File: config.mk
export PLATFORM = sky130hd
export DESIGN_NAME = if_fetch_unit
export DESIGN_NICKNAME = d
export VERILOG_FILES = /design/src/rtl/if_pkg.sv /design/src/rtl/fetch_fifo.sv /design/src/rtl/if_fetch_unit_chk.sv /design/src/rtl/if_fetch_unit.sv
export SDC_FILE = /design/constraint.sdc
export NUM_CORES = 1
export LEC_CHECK = 0
export CELL_PAD_IN_SITES_DETAIL_PLACEMENT = 1
export CELL_PAD_IN_SITES_GLOBAL_PLACEMENT = 1
export CORE_AREA = 2 2 212 214
export DETAILED_ROUTE_END_ITERATION = 8
export DIE_AREA = 0 0 214 216
export PLACE_DENSITY_LB_ADDON = 0.1
export SYNTH_ARGS = -nofsm -noshare
export SYNTH_HDL_FRONTEND = slang
export SYNTH_SLANG_ARGS = --single-unit
File: constraint.sdc
create_clock -name clk -period 3.2 [get_ports clk]
set_clock_uncertainty 0.15 [all_clocks]
set_input_delay 0.8 -clock clk [delete_from_list [all_inputs] [get_ports clk]]
set_output_delay 0.8 -clock clk [all_outputs]
set_load 0.01 [all_outputs]
File: src/rtl/if_pkg.sv
// Shared types and constants for the instruction-fetch stage.
package if_pkg;

    localparam int XLEN_DEF = 32;
    localparam int ILEN_DEF = 32;

    localparam logic [31:0] PC_INCR = 32'd4;

    typedef struct packed {
        logic [XLEN_DEF-1:0] pc;
        logic [ILEN_DEF-1:0] instr;
    } fetch_entry_t;

endpackage

File: src/rtl/fetch_fifo.sv
// Synchronous power-of-two FIFO with flush; used for the fetch buffer and the pending-PC queue.
module fetch_fifo #(
    parameter int DEPTH = 4,
    parameter int WIDTH = 32
) (
    input  logic                       clk,
    input  logic                       reset_n,
    input  logic                       push,
    input  logic [WIDTH-1:0]           push_data,
    input  logic                       pop,
    input  logic                       flush,
    output logic [WIDTH-1:0]           head,
    output logic [$clog2(DEPTH+1)-1:0] count,
    output logic                       full,
    output logic                       empty
);

    localparam int AW = $clog2(DEPTH);
    localparam int CW = $clog2(DEPTH+1);

    logic [WIDTH-1:0] mem_r [DEPTH];
    logic [AW-1:0]    wr_ptr_r;
    logic [AW-1:0]    rd_ptr_r;
    logic [CW-1:0]    count_r;
    logic             do_push_s;
    logic             do_pop_s;

    // A push into a full FIFO is accepted only when a pop frees the slot in the same cycle
    always_comb begin
        do_pop_s  = pop && (count_r != '0);
        do_push_s = push && ((count_r != CW'(DEPTH)) || do_pop_s);
    end

    // Pointer and occupancy tracking; flush empties the FIFO and overrides push/pop
    always_ff @(posedge clk or negedge reset_n) begin
        if (!reset_n) begin
            wr_ptr_r <= '0;
            rd_ptr_r <= '0;
            count_r  <= '0;
        end else if (flush) begin
            wr_ptr_r <= '0;
            rd_ptr_r <= '0;
            count_r  <= '0;
        end else begin
            if (do_push_s) wr_ptr_r <= wr_ptr_r + AW'(1);
            if (do_pop_s)  rd_ptr_r <= rd_ptr_r + AW'(1);
            case ({do_push_s, do_pop_s})
                2'b10:   count_r <= count_r + CW'(1);
                2'b01:   count_r <= count_r - CW'(1);
                default: count_r <= count_r;
            endcase
        end
    end

    // Entry storage
    always_ff @(posedge clk or negedge reset_n) begin
        if (!reset_n) begin
            for (int i = 0; i < DEPTH; i++) mem_r[i] <= '0;
        end else if (do_push_s && !flush) begin
            mem_r[wr_ptr_r] <= push_data;
        end
    end

    assign head  = mem_r[rd_ptr_r];
    assign count = count_r;
    assign full  = (count_r == CW'(DEPTH));
    assign empty = (count_r == '0);

endmodule

File: src/rtl/if_fetch_unit_chk.sv
// Simulation-only protocol and consistency checks for if_fetch_unit.
module if_fetch_unit_chk #(
    parameter int CW = 3
) (
    input logic          clk,
    input logic          reset_n,
    input logic          imem_resp_valid,
    input logic          req_valid,
    input logic [CW-1:0] inflight,
    input logic [CW-1:0] pend_count,
    input logic          pend_empty,
    input logic          pend_full,
    input logic          fb_full
);

    a_resp_needs_inflight: assert property (@(posedge clk) disable iff (!reset_n)
        imem_resp_valid |-> (inflight != '0));

    a_pending_tracks_inflight: assert property (@(posedge clk) disable iff (!reset_n)
        (pend_count == inflight) && (pend_empty == (inflight == '0)));

    a_no_issue_when_full: assert property (@(posedge clk) disable iff (!reset_n)
        (pend_full || fb_full) |-> !req_valid);

endmodule

File: src/rtl/if_fetch_unit.sv
// Multi-outstanding in-order instruction fetch with credit-based issue and redirect discard.
module if_fetch_unit
    import if_pkg::*;
#(
    parameter int               XLEN         = XLEN_DEF,
    parameter int               ILEN         = ILEN_DEF,
    parameter logic [XLEN-1:0]  RESET_VECTOR = '0,
    parameter int               FBUF_DEPTH   = 4
) (
    input  logic            clk,
    input  logic            reset_n,
    input  logic            redirect_valid,
    input  logic [XLEN-1:0] redirect_target,
    output logic            imem_req_valid,
    input  logic            imem_req_ready,
    output logic [XLEN-1:0] imem_req_addr,
    input  logic            imem_resp_valid,
    input  logic [ILEN-1:0] imem_resp_data,
    output logic            id_valid,
    input  logic            id_ready,
    output logic [XLEN-1:0] id_pc,
    output logic [ILEN-1:0] id_instr
);

    localparam int CW = $clog2(FBUF_DEPTH+1);

    logic [XLEN-1:0] fetch_pc_r;
    logic [CW-1:0]   inflight_r;
    logic [CW-1:0]   drop_cnt_r;
    logic [CW-1:0]   inflight_next_s;
    logic [CW-1:0]   fb_count_s;
    logic [CW-1:0]   pend_count_s;
    logic [CW:0]     credit_s;
    logic            req_valid_s;
    logic            req_fire_s;
    logic            resp_ok_s;
    logic            discard_s;
    logic            fb_push_s;
    logic            fb_pop_s;
    logic            fb_empty_s;
    logic            fb_full_s;
    logic            pend_empty_s;
    logic            pend_full_s;
    logic [XLEN-1:0] pend_pc_s;
    fetch_entry_t    fb_in_s;
    fetch_entry_t    fb_head_s;

    // Issue only while every outstanding request still owns a buffer slot
    always_comb begin
        credit_s        = {1'b0, inflight_r} + {1'b0, fb_count_s};
        req_valid_s     = reset_n && !redirect_valid && (credit_s < (CW+1)'(FBUF_DEPTH));
        req_fire_s      = req_valid_s && imem_req_ready;
        resp_ok_s       = imem_resp_valid && (inflight_r != '0);
        discard_s       = (drop_cnt_r != '0) || redirect_valid;
        fb_push_s       = resp_ok_s && !discard_s;
        fb_pop_s        = !fb_empty_s && id_ready;
        inflight_next_s = inflight_r + CW'(req_fire_s) - CW'(resp_ok_s);
        fb_in_s.pc      = pend_pc_s;
        fb_in_s.instr   = imem_resp_data;
    end

    // Fetch PC and counters; a redirect marks everything still outstanding as stale
    always_ff @(posedge clk or negedge reset_n) begin
        if (!reset_n) begin
            fetch_pc_r <= RESET_VECTOR;
            inflight_r <= '0;
            drop_cnt_r <= '0;
        end else begin
            inflight_r <= inflight_next_s;
            if (redirect_valid) begin
                fetch_pc_r <= redirect_target & ~(XLEN'(3));
                drop_cnt_r <= inflight_next_s;
            end else begin
                if (req_fire_s) fetch_pc_r <= fetch_pc_r + XLEN'(PC_INCR);
                if (resp_ok_s && (drop_cnt_r != '0)) drop_cnt_r <= drop_cnt_r - CW'(1);
            end
        end
    end

    fetch_fifo #(.DEPTH(FBUF_DEPTH), .WIDTH(XLEN)) u_pend_fifo (
        .clk       (clk),
        .reset_n   (reset_n),
        .push      (req_fire_s),
        .push_data (fetch_pc_r),
        .pop       (resp_ok_s),
        .flush     (1'b0),
        .head      (pend_pc_s),
        .count     (pend_count_s),
        .full      (pend_full_s),
        .empty     (pend_empty_s)
    );

    fetch_fifo #(.DEPTH(FBUF_DEPTH), .WIDTH($bits(fetch_entry_t))) u_fetch_buf (
        .clk       (clk),
        .reset_n   (reset_n),
        .push      (fb_push_s),
        .push_data (fb_in_s),
        .pop       (fb_pop_s),
        .flush     (redirect_valid),
        .head      (fb_head_s),
        .count     (fb_count_s),
        .full      (fb_full_s),
        .empty     (fb_empty_s)
    );

    if_fetch_unit_chk #(.CW(CW)) u_chk (
        .clk             (clk),
        .reset_n         (reset_n),
        .imem_resp_valid (imem_resp_valid),
        .req_valid       (req_valid_s),
        .inflight        (inflight_r),
        .pend_count      (pend_count_s),
        .pend_empty      (pend_empty_s),
        .pend_full       (pend_full_s),
        .fb_full         (fb_full_s)
    );

    assign imem_req_valid = req_valid_s;
    assign imem_req_addr  = fetch_pc_r;
    assign id_valid       = !fb_empty_s;
    assign id_pc          = fb_empty_s ? RESET_VECTOR : fb_head_s.pc;
    assign id_instr       = fb_empty_s ? {ILEN{1'b0}} : fb_head_s.instr;

endmodule

==> results.py <==
metrics = {
    "floorplan": {
        "fp-row-count": 77,
        "die_h_um": 216,
        "start_util_pct": 43.8,
        "design.core.area_um2": 43800,
        "ios": 168,
        "dieArea_um2": 46200,
        "die_w_um": 214,
    },
    "worst_setup_path": {
        "critPathMaxFanout": 5,
        "crit_chain": "buf_6 -> buf_12 -> buf_12 -> buf_6 -> mux4_2 -> and2_4 -> buf_6",
        "cp_common_cell": "buf_6",
        "critical-path-max-stage-delay_ps": 510,
        "end_kind": "primary output",
        "required_ps": 2250,
        "worstSetupStartpointType": "flop",
        "critPathSlowestCell": "dfrtp_4",
        "r2r.worst_path.cells": 11,
        "crit_type": "flop to primary output",
        "cp.arrival_ps": 2320,
    },
    "detailed_routing": {
        "via_per_inst": 5.48,
        "drt_iter0_drc": 602,
        "routed_wl_um": 48000,
        "drc": 0,
        "wl_per_cell_um": 22.4,
        "vias": 11700,
        "first_pass_iters": 4,
        "ant_nets": 0,
    },
    "grt": {
        "overflow": 0,
        "grt_pass1_vias": 13100,
        "grt_max_degree": 168,
        "gr-usage-all-layers_pct": 21.4,
        "grt_pass1_wl_um": 76900,
        "antenna_found_initial": 0,
    },
    "synth": {
        "async_flop_share_pct": 100,
        "synthFlopType": "dfrtp_1",
        "synthAdderAreaFrac_pct": 1.36,
        "yosysWarningCount": 0,
        "synthSimpleGateAreaFrac_pct": 5.82,
        "synthMuxAreaShare_pct": 32.7,
        "seq_area_frac_synth_pct": 54.5,
        "yosysMostFrequentCell": "dfrtp_1",
        "synth_top_area_cell": "dfrtp_1",
        "synth_area_per_cell_um2": 14.7,
        "yosys-top-cells-count": "dfrtp_1 (418), mux2_2 (368), mux4_2 (92), and2_1 (67), nand2_1 (55)",
        "synthDistinctLibCells": 50,
        "synth_compound_area_share_pct": 2.20,
        "synthesis.area_um2": 19200,
        "synth-seq-cells": 418,
        "synth_area_leaders": "dfrtp_1 (55%), mux2_2 (22%), mux4_2 (11%), and2_1 (2.2%), nand2_1 (1.1%)",
        "yosysTopAreaCellShare_pct": 54.5,
        "synthXorXnorAreaFrac_pct": 0.867,
        "synth_top_family_by_area": "multiplexers",
        "synth_edf_count": 0,
        "syn_inst": 1305,
    },
    "clocking": {
        "cts_inserted_buffers": 48,
        "clkSlewWorstSetupHoldPaths_ps": 60,
        "h-tree-depth": 2,
        "clock_latency_ps": 570,
        "cts.sinks": 418,
        "cts_buffer_depth": 3,
        "cts_tree": "built",
        "holdBufCountCts": 0,
        "cts_root_buffer": "clkbuf_16",
    },
    "sta": {
        "fmax_mhz": 306,
        "final-hold-violation-count": 0,
        "finalSetupViolCount": 12,
        "rsz0062_at_grt": "true",
        "drv_slew": 0,
        "slew-limit-headroom_pct": 35.0,
        "min_period_over_period_pct": 102,
        "worst_pin_slew_ps": 975,
        "period_minus_slack_ps": 3270,
        "worst_slack_ps": -66.3,
    },
    "finish": {
        "n_antenna_cell": 0,
        "stdcell_area_um2": 24000,
        "drive_gt1_share_pct": 47.6,
        "fillCellCount": 4156,
        "nets": 1597,
        "multi_input_area_um2": 8390,
        "synthToLayoutAreaGrowth_pct": 25.0,
        "seq_area_um2": 10500,
        "postLayoutCoreUtil_pct": 54.7,
    },
    "power": {
        "ir_drop_uv": 379,
        "power_density_nw_per_um2": 776,
        "leakage_nw": 11.3,
    },
    "placed_design": {
        "io_buffers": 161,
        "hpwl_um": 29400,
        "gp_congestion": 0.742,
        "dpl_cell_area_um2": 21900,
        "pre_cts_ws_ps": -65.0,
    },
    "run_status": {
        "status": "finished with violations",
        "violations": "setup timing",
    },
    "job": {
        "drv_cap": 0,
    },
    "worst_hold_path": {
        "hold_class": "input pin to async pin",
    },
}
==> cells in the final DEF, fill, tap and decap left out, types with 9 or more instances in the layout <==
cell type / n
o21ai_0: 23
clkbuf_16: 49
xnor2_1: 9
dfrtp_1: 414
and2_1: 33
mux2_2: 368
xor2_1: 10
buf_6: 29
and2_4: 34
nand3_1: 23
nand2_1: 51
ha_1: 16
buf_12: 33
mux4_2: 92
inv_1: 20
buf_4: 36
nor2_1: 20
clkdlybuf4s50_1: 95
clkbuf_8: 11
clkbuf_1: 13
o211ai_1: 11
buf_2: 30
==> worst paths after layout <==
| check | end | slack, ps | start |
|---|---|---|---|
| max in group asynchronous | u_pend_fifo.rd_ptr_r[0]$_DFFE_PN0P_ | 1270 | reset_n |
| worst min-delay path | u_fetch_buf.mem_r[10]$_DFFE_PN0P_ | 150 | reset_n |
| worst max register to register | drop_cnt_r[2]$_DFFE_PN0P_ | 280 | inflight_r[2]$_DFF_PN0_ |
| worst max-delay path | id_pc[5] | -70 | u_fetch_buf.rd_ptr_r[0]$_DFFE_PN0P_ |
| worst min register to register | u_pend_fifo.mem_r[93]$_DFFE_PN0P_ | 350 | u_pend_fifo.mem_r[93]$_DFFE_PN0P_ |
| min in group clk | u_pend_fifo.mem_r[93]$_DFFE_PN0P_ | 350 | u_pend_fifo.mem_r[93]$_DFFE_PN0P_ |
==> registers in the layout (all words and copies together) (netlist names) <==
signal	cells
u_pend_fifo.wr_ptr_r	2
u_fetch_buf.mem_r	248
u_pend_fifo.mem_r	120
u_fetch_buf.count	3
inflight_r	3
u_fetch_buf.rd_ptr_r	2
u_pend_fifo.rd_ptr_r	2
u_pend_fifo.count	3
u_fetch_buf.wr_ptr_r	2
imem_req_addr	30
drop_cnt_r	3
==> final cells by class <==
| type | count | share of cell area, % |
|---|---|---|
| clock buffers | 73 | 5.94 |
| clock inverters | 14 | 0.944 |
| inverters | 21 | 0.334 |
| multi-input cells | 777 | 35.0 |
| flip-flops and latches | 418 | 43.6 |
| well taps | 592 | 3.09 |
| repair buffers | 242 | 11.1 |
==> where the power goes <==
part | internal [W] | leakage [nW] | switching (W) | total (W)
Clock | 0.00355 | 0.811 | 0.00217 | 0.00571
Combinational | 0.00322 | 4.91 | 0.00242 | 0.00565
Sequential | 0.00650 | 5.57 | 0.000769 | 0.00727
==> logic make-up after synthesis <==
family,Yosys count
multiplexers,466
other,1
adder cells (fa/ha/maj),19
AO/OA/AOI/OAI,62
buffers and inverters,113
flip-flops,418
AND/OR/NAND/NOR,207
XOR/XNOR,19
==> layer usage <==
layer,share of wire [%],GRT usage (%)
met1,45,29.1
met2,49,36.2
met3,3.7,3.79
met4,1.6,4.73
met5,0,0
==> critical path: cells and delay by family, from the launching register on <==
kind | cells | cell delay, ps
mux | 1 | 420
flops | 1 | 510
buf+inv | 5 | 650
simple gates | 1 | 180
==> through the flow <==
stage	instances	hold WS, ps	setup TNS [ps]	power, W
6_report	2137	145	-452	0.0186
5_1_grt	2137	202	-1590	0.0197
4_1_cts	2140	186	-1880	0.0189
3_5_place_dp	2023	340	-240	0.0124
3_3_place_gp	2023	332	0	0.0122
2_1_floorplan	1308	319	0	0.0105
==> repair_timing <==
item | in CTS | in global routing
setup endpoints to repair | 64 | 52
setup buffers | 24 | 0
cloned | 7 | 0
resized for setup | 299 | 27
pin swaps | 24 | 4
No activity file was read; power rests on OpenSTA's default activity.
